[src/rtl/tug_pkg.sv]
// ============================================================================
// Module   : tug_pkg
// Purpose  : Shared state and winner encodings for the Tug of War referee.
// Revision : 1.0 - initial release
// ============================================================================
`default_nettype none

package tug_pkg;

  typedef enum logic [1:0] {
    PLAY       = 2'd0,
    WIN_HOLD   = 2'd1,
    MATCH_OVER = 2'd2
  } state_t;

  localparam logic [1:0] WIN_NONE  = 2'b00;
  localparam logic [1:0] WIN_RIGHT = 2'b01;
  localparam logic [1:0] WIN_LEFT  = 2'b10;

endpackage

`default_nettype wire

[src/rtl/press_pulse.sv]
// ============================================================================
// Module   : press_pulse
// Purpose  : Registered rising-edge detector; one-cycle press per key press.
// Revision : 1.0 - initial release
// ============================================================================
`default_nettype none

module press_pulse (
  input  logic clk,
  input  logic reset,
  input  logic key,
  output logic press
);

  logic hist_q;
  logic press_q;

  // History resets high so a key already held at reset never counts as a press.
  always_ff @(posedge clk) begin
    if (reset) begin
      hist_q  <= 1'b1;
      press_q <= 1'b0;
    end else begin
      hist_q  <= key;
      press_q <= key & ~hist_q;
    end
  end

  assign press = press_q;

endmodule

`default_nettype wire

[src/rtl/tug_referee.sv]
// ============================================================================
// Module   : tug_referee
// Purpose  : Tug of War game controller: press arbitration, light position,
//            round wins, scores and match sequencing.
// Revision : 1.0 - initial release
// ============================================================================
`default_nettype none

module tug_referee
  import tug_pkg::*;
#(
  parameter int NUM_LIGHTS   = 9,
  parameter int SCORE_W      = 3,
  parameter int MATCH_POINTS = 7,
  parameter int HOLD_CYCLES  = 8
) (
  input  logic                  clk,
  input  logic                  reset,
  input  logic                  key_l,
  input  logic                  key_r,
  output logic [NUM_LIGHTS-1:0] lights,
  output logic [1:0]            winner,
  output logic [SCORE_W-1:0]    score_l,
  output logic [SCORE_W-1:0]    score_r,
  output logic                  game_over
);

  localparam int POS_W  = $clog2(NUM_LIGHTS);
  localparam int HOLD_W = (HOLD_CYCLES > 1) ? $clog2(HOLD_CYCLES) : 1;

  localparam logic [POS_W-1:0]      C_POS_CENTRE = POS_W'(NUM_LIGHTS / 2);
  localparam logic [POS_W-1:0]      C_POS_MAX    = POS_W'(NUM_LIGHTS - 1);
  localparam logic [HOLD_W-1:0]     C_HOLD_INIT  = HOLD_W'(HOLD_CYCLES - 1);
  localparam logic [SCORE_W-1:0]    C_MATCH_SCORE = SCORE_W'(MATCH_POINTS);
  localparam logic [NUM_LIGHTS-1:0] C_ONE_LIGHT  = NUM_LIGHTS'(1);

  logic press_l;
  logic press_r;

  state_t              state_q, state_d;
  logic [POS_W-1:0]    pos_q, pos_d;
  logic [HOLD_W-1:0]   hold_q, hold_d;
  logic [SCORE_W-1:0]  score_l_q, score_l_d;
  logic [SCORE_W-1:0]  score_r_q, score_r_d;
  logic [1:0]          winner_q, winner_d;

  press_pulse u_press_l (
    .clk   (clk),
    .reset (reset),
    .key   (key_l),
    .press (press_l)
  );

  press_pulse u_press_r (
    .clk   (clk),
    .reset (reset),
    .key   (key_r),
    .press (press_r)
  );

  always_ff @(posedge clk) begin
    if (reset) begin
      state_q   <= PLAY;
      pos_q     <= C_POS_CENTRE;
      hold_q    <= '0;
      score_l_q <= '0;
      score_r_q <= '0;
      winner_q  <= WIN_NONE;
    end else begin
      state_q   <= state_d;
      pos_q     <= pos_d;
      hold_q    <= hold_d;
      score_l_q <= score_l_d;
      score_r_q <= score_r_d;
      winner_q  <= winner_d;
    end
  end

  always_comb begin
    state_d   = state_q;
    pos_d     = pos_q;
    hold_d    = hold_q;
    score_l_d = score_l_q;
    score_r_d = score_r_q;
    winner_d  = winner_q;

    case (state_q)
      PLAY: begin
        // Simultaneous presses cancel, so only a lone press acts.
        if (press_l && !press_r) begin
          if (pos_q == C_POS_MAX) begin
            score_l_d = score_l_q + 1'b1;
            winner_d  = WIN_LEFT;
            if (score_l_d == C_MATCH_SCORE) begin
              state_d = MATCH_OVER;
            end else begin
              state_d = WIN_HOLD;
              hold_d  = C_HOLD_INIT;
            end
          end else begin
            pos_d = pos_q + 1'b1;
          end
        end else if (press_r && !press_l) begin
          if (pos_q == '0) begin
            score_r_d = score_r_q + 1'b1;
            winner_d  = WIN_RIGHT;
            if (score_r_d == C_MATCH_SCORE) begin
              state_d = MATCH_OVER;
            end else begin
              state_d = WIN_HOLD;
              hold_d  = C_HOLD_INIT;
            end
          end else begin
            pos_d = pos_q - 1'b1;
          end
        end
      end
      WIN_HOLD: begin
        if (hold_q == '0) begin
          state_d  = PLAY;
          pos_d    = C_POS_CENTRE;
          winner_d = WIN_NONE;
        end else begin
          hold_d = hold_q - 1'b1;
        end
      end
      MATCH_OVER: begin
      end
      default: begin
        state_d = PLAY;
      end
    endcase
  end

  assign lights    = (state_q == PLAY) ? (C_ONE_LIGHT << pos_q) : '0;
  assign winner    = winner_q;
  assign score_l   = score_l_q;
  assign score_r   = score_r_q;
  assign game_over = (state_q == MATCH_OVER);

endmodule

`default_nettype wire

[config.mk]
export PLATFORM = sky130hd
export DESIGN_NAME = tug_referee
export DESIGN_NICKNAME = d
export VERILOG_FILES = /design/src/rtl/tug_pkg.sv /design/src/rtl/press_pulse.sv /design/src/rtl/tug_referee.sv
export SDC_FILE = /design/constraint.sdc
export NUM_CORES = 1
export LEC_CHECK = 0
export ABC_AREA = 1
export BUFFER_PORTS_ARGS = -buffer_cell sky130_fd_sc_hd__buf_4
export CAP_MARGIN = 20
export CORE_ASPECT_RATIO = 0.7
export CORE_MARGIN = 10
export CORE_UTILIZATION = 45
export DETAILED_ROUTE_END_ITERATION = 10
export PLACE_DENSITY = 0.66
export SLEW_MARGIN = 20
export SYNTH_ARGS = -nofsm -noshare
export SYNTH_HDL_FRONTEND = slang
export SYNTH_HIERARCHICAL = 1
export SYNTH_SLANG_ARGS = --single-unit
[constraint.sdc]
create_clock -name clk -period 5.1 [get_ports clk]
set_clock_uncertainty 0.05 [all_clocks]
set_input_delay 1.02 -clock clk [delete_from_list [all_inputs] [get_ports clk]]
set_output_delay 1.02 -clock clk [all_outputs]
set_load 0.005 [all_outputs]
==> results.txt, run 1 <==
run status - finished, final reports clean
CTS resizes - 0
Syn Area/Cell - 7.07 um^2
top-count cell post-synth - nand2_1
Compound-Gate Fraction of Synth Area - 11.1%
placer congestion estimate - 0.817
diode count - 0
largest net degree at the start of global routing - 14
worst hold path type - reg2reg
die area - 5500 um^2
Total GRT Usage - 11.4%
clock latency on the worst-skew pair - 0.27 ns
Initial DRC Count - 68
DIE WIDTH - 84.4 um
EDFF count, synth - 0
DP HPWL - 2350 um
Post-Synth Simple-Gate Area - 36.2%
Die H - 65.1 um
ANT nets after route - 0
Root Buffer - clkbuf_8
CP Launch Type - flip-flop
Final #Nets - 225
core box area - 2780 um^2
CP arrival - 1.32 ns
# clock sinks - 21
mux contribution to synthesized area - 0%
Mapped Area - 1310 um^2
ys flop type - dfxtp_1
CTS tree - yes
Slew @ Worst Pin - 0.392 ns
crit-path max FO - 9
largest family of logic cells by synthesized area - simple AND/OR/NAND/NOR gates
xor/xnor share of the synthesized area - 0.670%
Yosys cell types - 24
Synth top cells by count - nand2_1 (40), nor2_1 (26), dfxtp_1 (21), inv_1 (21), a21oi_1 (13)
clock-pin slew on the worst setup and hold paths - 0.08 ns
vias in the first global route - 1118
Largest stage delay, worst path - 0.36 ns
starting density of the core - 47.0%
total chip power - 0.777 mW
Via-to-Cell Ratio - 4.84
Post-CTS Setup Inserts - 0
initial antenna violation count - 0
crit-path leading delay family - simple AND/OR/NAND/NOR gates
input/output buffers - 21
Slew HR - 73.9%
top cell type's share of synthesized area - 32.2%
Crit Path Class - reg2out
CP endpoint kind - output pin
GRT overflow - 0
YS warnings - 6
CTS hold repair buffers - 0
CTS Buffer Depth - 2
fin crit share - 46.9%
Routed WL - 2960 um
max-cap viol count - 0
Synth area leaders - dfxtp_1 (32%), nand2_1 (11%), ha_1 (9.6%), nor2_1 (7.5%), inv_1 (6.0%)
Setup-failing EPs final - 0
achievable frequency - 0.418 GHz
WL/cell - 12.1 um
pwr/cell area - 500 nW/um^2
dominant cell type by area after synthesis - dfxtp_1
Critical Path RT - 4.03 ns
H-tree depth - 1
fin. max-slew vios - 0
first-pass GRT wire length - 5100 um
Post-Syn Nets - 200
min cycle time layout - 2.39 ns
worst hold slack - 0.352 ns
Final Hold Fails - 0
setup tns final - 0 ns
Pre-antenna DRT Iters - 4
static leakage - 0.737 nW
DRC - 0
Ports - 22
layout overhead on the synthesized area - 18.9%
unrepaired setup endpoints after global routing - false
CP bufs+invs - 1
Vias - 1185
Async SR Flop Fraction - 0%
sequential share of the synthesized area - 32.2%
Yosys reg bits - 21
Mapped Cells - 185
Rows - 16
share of layout cells above drive strength 1 - 24.9%
maximum vdd drop - 0.232 mV
FILL cells - 262
slowest stage cell, crit path - dfxtp_1
post-synthesis adder-cell area fraction - 11.1%
TritonCTS Buffers - 3
worst path cell trace - nor2_4 -> nand3_1 -> nor2_1 -> buf_4
-- registers in the layout, indices dropped and copies added (netlist names) --
signal,flops
u_press_r/hist_q,1
state_q,2
u_press_l/press,1
score_r,3
pos_q,4
winner,2
u_press_l/hist_q,1
score_l,3
hold_q,3
u_press_r/press,1
-- worst register-to-register path, cell delays in order (launching register included) --
cell and delay, ns:
dfxtp_1 0.32, inv_1 0.05, ha_1 0.38, inv_2 0.15, ha_1 0.35, a21oi_1 0.21
nand2_1 0.07, nand2_1 0.06, nand2_1 0.04, nor2_1 0.08, nand2_1 0.07, a21oi_2 0.12
-- area by class of cell --
| class | instances | area [um^2] | share of cell area, % |
|---|---|---|---|
| flip-flops and latches | 21 | 420 | 27.0 |
| repair buffers | 21 | 158 | 10.1 |
| inverters | 29 | 111 | 7.16 |
| clock inverters | 1 | 7.51 | 0.483 |
| clock buffers | 3 | 41.3 | 2.65 |
| well taps | 36 | 45.0 | 2.90 |
| multi-input cells | 134 | 772 | 49.6 |
-- power breakdown --
| part | internal, mW | total, mW | switching, mW |
|---|---|---|---|
| clock network | 0.0555 | 0.120 | 0.0643 |
| logic | 0.164 | 0.425 | 0.261 |
| registers | 0.195 | 0.233 | 0.0382 |
| total | 0.414 | 0.777 | 0.363 |
-- layout by cell type, fill, tap and decap left out --
| cell | n |
|---|---|
| nand2_1 | 40 |
| nor2_1 | 26 |
| inv_1 | 21 |
| dfxtp_1 | 21 |
| buf_4 | 21 |
| a21oi_1 | 13 |
| ha_1 | 10 |
| nand3_1 | 8 |
| nand2_2 | 8 |
| inv_2 | 7 |
| nor2_4 | 4 |
| o21ai_1 | 4 |
| o21ai_0 | 4 |
| nand4_1 | 3 |
| nor2_2 | 3 |
| nand3b_1 | 3 |
| clkbuf_8 | 3 |
| a211oi_1 | 2 |
| inv_4 | 1 |
| o21ai_4 | 1 |
| xnor2_1 | 1 |
| nand4_2 | 1 |
| nand3_4 | 1 |
| a21oi_2 | 1 |
| fa_1 | 1 |
| clkinvlp_4 | 1 |
-- routing by layer --
metal | vias to the layer above | wire, um | track usage (%)
li1 | 638 | - | -
met1 | 525 | 1410 | 13.0
met2 | 17 | 1330 | 18.7
met3 | 5 | 167 | 4.31
met4 | 0 | 52 | 5.53
met5 | - | 0 | 0
-- kinds of logic after synthesis --
family | Yosys count
AOI/OAI and AO/OA | 25
xor gates and xnor gates | 1
adders and majority gates | 11
buffers and inverters | 30
DFF | 21
and+or+nand+nor | 97
-- path summary, 6_finish.rpt --
path,start,cells after the start,end,slack [ns]
setup reg to reg,u_press_r/press$_SDFF_PP0_,11,pos_q[3]$_SDFFE_PP0P_,3.09
setup / recovery,state_q[0]$_SDFFE_PP0P_,4,lights[7],2.71
hold reg to reg,u_press_l/hist_q$_SDFF_PP1_,1,u_press_l/press$_SDFF_PP0_,0.35
hold / removal,u_press_l/hist_q$_SDFF_PP1_,1,u_press_l/press$_SDFF_PP0_,0.35
-- metrics by stage --
step | instance area (um^2) | utilization (%) | instances | worst slack (ns)
floorplan | 1310 | - | 185 | 3.21
global placement | 1510 | 54.1 | 241 | 3.08
detailed placement | 1510 | 54.1 | 241 | 3.02
CTS | 1560 | 55.9 | 245 | 2.71
global route | 1560 | 55.9 | 245 | 2.60
finish | 1560 | 55.9 | 245 | 2.71
Note: power is estimated with default switching activity, not from simulation.
==> inputs of run 2 (changes only) <==
PLACE_DENSITY = 0.69   (was 0.66)
clock period = 2.15 ns   (was 5.1 ns; I/O delays follow)
==> run 2 against run 1 <==
Worst setup slack got worse by 2.4 ns. Die area did not move. Cell count rose by 0.41%. Combinational power rose by 140%.
==> results.txt, run 2 (synthesis gave the netlist of run 1 again) <==
Rows - 16 (unchanged)
slowest stage cell, crit path - dfxtp_1
pwr/cell area - 1180 nW/um^2 (+140%)
multi-input logic area - 772 um^2 (unchanged)
static leakage - 0.746 nW (+1.2%)
DP HPWL - 2380 um (+1.3%)
Pre-antenna DRT Iters - 4 (unchanged)
Final #Nets - 226 (+0.44%)
Routed WL - 2940 um (-0.57%)
WL/cell - 12.0 um (-0.98%)
TritonCTS Buffers - 3 (unchanged)
starting density of the core - 47.0% (unchanged)
Critical Path RT - 1.67 ns (-2.36 ns)
fin crit share - 83.5%
Vias - 1194 (+0.76%)
max reg flops - 4 (unchanged)
share of layout cells above drive strength 1 - 25.2% (+0.36 points)
Post-CTS Setup Inserts - 0 (unchanged)
placer congestion estimate - 0.876 (+7.2%)
unrepaired setup endpoints after global routing - false
Total GRT Usage - 11.1% (-0.33 points)
# clock sinks - 21 (unchanged)
initial antenna violation count - 0 (unchanged)
vias in the first global route - 1113 (-0.45%)
max-cap viol count - 0 (unchanged)
Setup-failing EPs final - 0 (unchanged)
Final Hold Fails - 0 (unchanged)
clock latency on the worst-skew pair - 0.26 ns (about the same)
Die H - 65.1 um (unchanged)
H-tree depth - 1 (unchanged)
Top reg by flops - pos_q
DIE WIDTH - 84.4 um (unchanged)
Ports - 22 (unchanged)
most frequent cells in the layout - nand2_1 (40), nor2_1 (26), buf_4 (22)
cell area after placement - 1510 um^2 (+0.50%)
input/output buffers - 21 (unchanged)
DRC - 0 (unchanged)
fin area - 1560 um^2 (+0.32%)
CTS Buffer Depth - 2 (unchanged)
Initial DRC Count - 69 (+1.5%)
most common cell after layout, fill and taps aside - nand2_1
FILL cells - 272 (+3.8%)
largest net degree at the start of global routing - 13 (-1)
switching power - 0.852 mW (+130%)
Largest stage delay, worst path - 0.37 ns (about the same)
CP endpoint kind - output pin
Logic pwr share - 55.4% (+0.8 points)
clock-pin slew on the worst setup and hold paths - 0.08 ns (about the same)
min cycle time layout - 1.80 ns
pre-CTS setup slack - 0.441 ns (-2.58 ns)
CP Launch Type - flip-flop
Slew @ Worst Pin - 0.301 ns (-0.0912 ns)
GRT overflow - 0 (unchanged)
setup tns final - 0 ns (unchanged)
worst path cell trace - nor2_4 -> nand3_1 -> nor2_1 -> buf_4
first-pass GRT wire length - 5100 um (unchanged)
CP arrival - 1.32 ns (about the same)
run status - finished, final reports clean
Root Buffer - clkbuf_8
worst hold path type - in2reg
achievable frequency - 0.557 GHz
core box area - 2780 um^2 (unchanged)
CTS hold repair buffers - 0 (unchanged)
crit-path leading delay family - simple AND/OR/NAND/NOR gates
CP bufs+invs - 1 (unchanged)
Crit Path Class - reg2out
die area - 5500 um^2 (unchanged)
Pint - 0.982 mW (+140%)
Via-to-Cell Ratio - 4.85 (+0.35%)
Slew HR - 79.9% (+6.1 points)
worst hold slack - 0.326 ns (-0.0258 ns)
diode count - 0 (unchanged)
Seq pwr share - 30.3% (+0.4 points)
Clk network pwr share - 14.3% (-1.1 points)
CTS resizes - 0 (unchanged)
fin. max-slew vios - 0 (unchanged)
maximum vdd drop - 0.432 mV (+86%)
layout overhead on the synthesized area - 19.3%
ANT nets after route - 0 (unchanged)
register area - 420 um^2 (unchanged)
crit-path max FO - 9 (unchanged)
Sw Share - 46.5% (-0.24 points)
final worst setup slack - 0.354 ns (-2.35 ns)
CTS tree - yes
[run 2: changes by cell type in the layout (fill, tap and decap cells not counted)]
cell | before | now
buf_4 | 21 | 22
clkinvlp_4 | 1 | 0
clkinv_2 | 0 | 1
[run 2: cell type report]
class	count	area share (%)
multi-input cells	134	49.5
flip-flops and latches	21	26.9
repair buffers	22	10.6
inverters	29	7.14
well taps	36	2.89
clock buffers	3	2.65
clock inverters	1	0.321
[run 2: final timing paths]
kind	startpoint	endpoint	slack, ns	cells after the start
min reg2reg	u_press_r/hist_q$_SDFF_PP1_	u_press_r/press$_SDFF_PP0_	0.35	1
min	key_r	u_press_r/hist_q$_SDFF_PP1_	0.33	3
max	state_q[1]$_SDFFE_PP0P_	lights[5]	0.35	4
max reg2reg	u_press_r/press$_SDFF_PP0_	pos_q[3]$_SDFFE_PP0P_	0.40	11
[run 2: routing by layer]
layer  track usage, %  wire [um]
met5                0          0
met2             18.2       1360
met3             4.19        163
met1             13.6       1410
met4             2.46          8
[run 2: power by group through the flow]
stage          Clock (mW)  Combinational, mW  Sequential, mW
2_1_floorplan           0              0.748           0.545
3_3_place_gp            0              0.989           0.560
3_5_place_dp            0               1.01           0.562
4_1_cts             0.268               1.02           0.554
5_1_grt             0.285               1.14           0.568
6_report            0.261               1.02           0.556
[run 2: tightest hold or removal path: stages]
cell and delay [ns]:
buf_4 0.08, nand2_2 0.05, nand2_1 0.05
[run 2: metrics by stage]
step / util, % / total power [mW] / std cells
floorplan: - / 1.29 / 185
global placement: 54.4 / 1.55 / 242
detailed placement: 54.4 / 1.57 / 242
CTS: 56.1 / 1.84 / 246
global route: 56.1 / 2.00 / 246
finish: 56.1 / 1.83 / 246
==> inputs of run 3 (changes only) <==
clock period = 1.59 ns   (was 2.15 ns; I/O delays follow)
==> run 3 against run 2 <==
Wire length increased by 4.0%. Register-to-register slack got worse by 0.35 ns. Cell count increased by 2.4%. First-iteration DRC count decreased by 38%. Via count increased by 3.2%. Sequential cell count unchanged. Die area unchanged. Critical path depth unchanged. Worst setup slack got worse by 0.33 ns. Global-route usage decreased by 0.25 points. Non-clock buffer count increased by 6. Critical path type unchanged.
==> results.txt, run 3 (synthesis gave the netlist of run 1 again) <==
run status - finished, final reports clean
share of layout cells above drive strength 1 - 38.4% (+13 points)
pre-CTS setup slack - -0.0199 ns (-0.461 ns)
Finished Layout Cells - 252 (+2.4%)
fin area - 1730 um^2 (+11%)
r2r startpoint - u_press_r/press$_SDFF_PP0_
CTS tree - yes
switching power - 1.32 mW (+55%)
worst hold path type - in2reg
DRC - 0 (unchanged)
Slew @ Worst Pin - 0.259 ns (-0.0413 ns)
Die H - 65.1 um (unchanged)
r2r setup slk - 0.05 ns (-0.35 ns)
worst path cell trace - nor2_4 -> inv_2 -> nor2_4 -> buf_4
# clock sinks - 21 (unchanged)
clock-pin slew on the worst setup and hold paths - 0.08 ns (about the same)
Crit Path Class - reg2out
starting density of the core - 47.0% (unchanged)
most frequent cells in the layout - nand2_1 (37), buf_4 (27), nor2_1 (21)
vias in the first global route - 1159 (+4.1%)
Ports - 22 (unchanged)
H-tree depth - 1 (unchanged)
Final Util - 62.1% (+6.0 points)
Top reg by flops - pos_q
ANT nets after route - 0 (unchanged)
Largest stage delay, worst path - 0.38 ns (about the same)
Routed WL - 3060 um (+4.0%)
CP arrival - 1.20 ns (-0.12 ns)
Pint - 1.49 mW (+52%)
Initial DRC Count - 43 (-38%)
Rows - 16 (unchanged)
CTS Buffer Depth - 2 (unchanged)
min cycle time layout - 1.57 ns
DP HPWL - 2320 um (-2.5%)
Root Buffer - clkbuf_8
diode count - 0 (unchanged)
CP Launch Type - flip-flop
most common cell after layout, fill and taps aside - nand2_1
HP Start - key_l
Clk network pwr share - 12.7% (-1.6 points)
Setup-failing EPs final - 0 (unchanged)
max-cap viol count - 0 (unchanged)
Seq pwr share - 27.2% (-3.1 points)
fin. max-slew vios - 0 (unchanged)
Sw Share - 46.9% (+0.40 points)
clock latency on the worst-skew pair - 0.26 ns (about the same)
cell area after placement - 1550 um^2 (+2.3%)
Slew HR - 82.7% (+2.8 points)
CP endpoint kind - output pin
first-pass GRT wire length - 5050 um (-0.96%)
Logic pwr share - 60.1% (+4.7 points)
placer congestion estimate - 0.846 (-3.4%)
largest net degree at the start of global routing - 13 (unchanged)
hold worst-path end - u_press_l/hist_q$_SDFF_PP1_
layout overhead on the synthesized area - 32.2%
core box area - 2780 um^2 (unchanged)
slowest stage cell, crit path - dfxtp_1
crit-path max FO - 5 (-4)
Placed Cells - 245 (+1.2%)
r2r endpoint - pos_q[1]$_SDFFE_PP0P_
final worst setup slack - 0.0230 ns (-0.331 ns)
maximum vdd drop - 0.602 mV (+39%)
static leakage - 0.787 nW (+5.5%)
Via-to-Cell Ratio - 4.89 (+0.73%)
GRT overflow - 0 (unchanged)
pwr/cell area - 1630 nW/um^2 (+39%)
Pre-antenna DRT Iters - 4 (unchanged)
achievable frequency - 0.638 GHz
Total GRT Usage - 10.9% (-0.25 points)
initial antenna violation count - 0 (unchanged)
unrepaired setup endpoints after global routing - true
DIE WIDTH - 84.4 um (unchanged)
TritonCTS Buffers - 3 (unchanged)
Most common cell on crit path - nor2_4
fin crit share - 98.6%
max reg flops - 4 (unchanged)
die area - 5500 um^2 (unchanged)
Reg2Reg Depth - 7 (-4)
Vias - 1232 (+3.2%)
Critical Path RT - 1.22 ns (-0.45 ns)
hold path cells - 3 (unchanged)
WL/cell - 12.1 um (+1.5%)
Final #Nets - 232 (+2.7%)
input/output buffers - 21 (unchanged)
Final Hold Fails - 0 (unchanged)
-- run 3: changes by cell type in the layout (fill, tap and decap cells not counted), moves of 3 or more --
cell,change
nor2_1,-5
inv_2,+4
buf_4,+5
dfxtp_2,+5
nor2_2,+4
nand2_4,+3
nand2_1,-3
dfxtp_1,-6
inv_1,-4
-- run 3: layout make-up --
| type | instances | area (um^2) |
|---|---|---|
| timing repair buffer | 28 | 218 |
| tap | 36 | 45.0 |
| fill | 237 | 1050 |
| clock inverter | 1 | 5.00 |
| sequential | 21 | 430 |
| multi-input combinational | 134 | 877 |
| inverter | 29 | 111 |
| clock buffer | 3 | 41.3 |
-- run 3: metrics by stage --
stage / hold WS [ns] / power [mW] / setup TNS [ns]
3_5_place_dp: 0.344 / 2.16 / -0.0303
4_1_cts: 0.207 / 2.59 / -0.00337
5_1_grt: 0.215 / 3.07 / -0.221
3_3_place_gp: 0.338 / 2.14 / 0
2_1_floorplan: 0.332 / 1.75 / 0
6_report: 0.213 / 2.81 / 0
-- run 3: worst max path at each step --
stage	endpoint	cells after the start	startpoint	slack (ns)
floorplan	pos_q[3]$_SDFFE_PP0P_	10	u_press_l/press$_SDFF_PP0_	0.001
global placement	pos_q[3]$_SDFFE_PP0P_	10	u_press_l/press$_SDFF_PP0_	0.03
detailed placement	pos_q[2]$_SDFFE_PP1P_	7	u_press_r/press$_SDFF_PP0_	-0.02
CTS	pos_q[3]$_SDFFE_PP0P_	11	u_press_r/press$_SDFF_PP0_	-0.003
global route	lights[8]	4	state_q[0]$_SDFFE_PP0P_	-0.04
finish	lights[0]	4	pos_q[1]$_SDFFE_PP0P_	0.02
-- run 3: what timing repair did --
| action | CTS | global route |
|---|---|---|
| pin swaps | 1 | 7 |
| resized for setup | 5 | 28 |
| cloned | 0 | 0 |
| hold endpoints to repair | 0 | 0 |
| hold buffers | 0 | 0 |
| buffers inserted | 1 | 2 |
| endpoints found under the setup margin | 11 | 18 |
-- run 3: power groups by stage --
stage	Sequential (mW)	Clock [mW]	Combinational (mW)
after floorplan	0.738	0	1.01
final	0.765	0.357	1.69
after CTS	0.740	0.368	1.48
after detailed placement	0.747	0	1.42
after global routing	0.780	0.383	1.90
after global placement	0.746	0	1.39
-- run 3: worst max-delay path: cells and delay by family, from the launching register on --
| kind | cells | cell delay (ns) |
|---|---|---|
| buffers and inverters | 2 | 0.22 |
| flip-flops | 1 | 0.38 |
| AND/OR/NAND/NOR | 2 | 0.34 |
-- run 3: per-layer routing --
metal	wire, um	share of wire, %	global-route usage [%]
met4	17	0.56	4.10
met5	0	0	0
met1	1450	47	12.7
met2	1430	47	18.0
met3	163	5.3	3.82
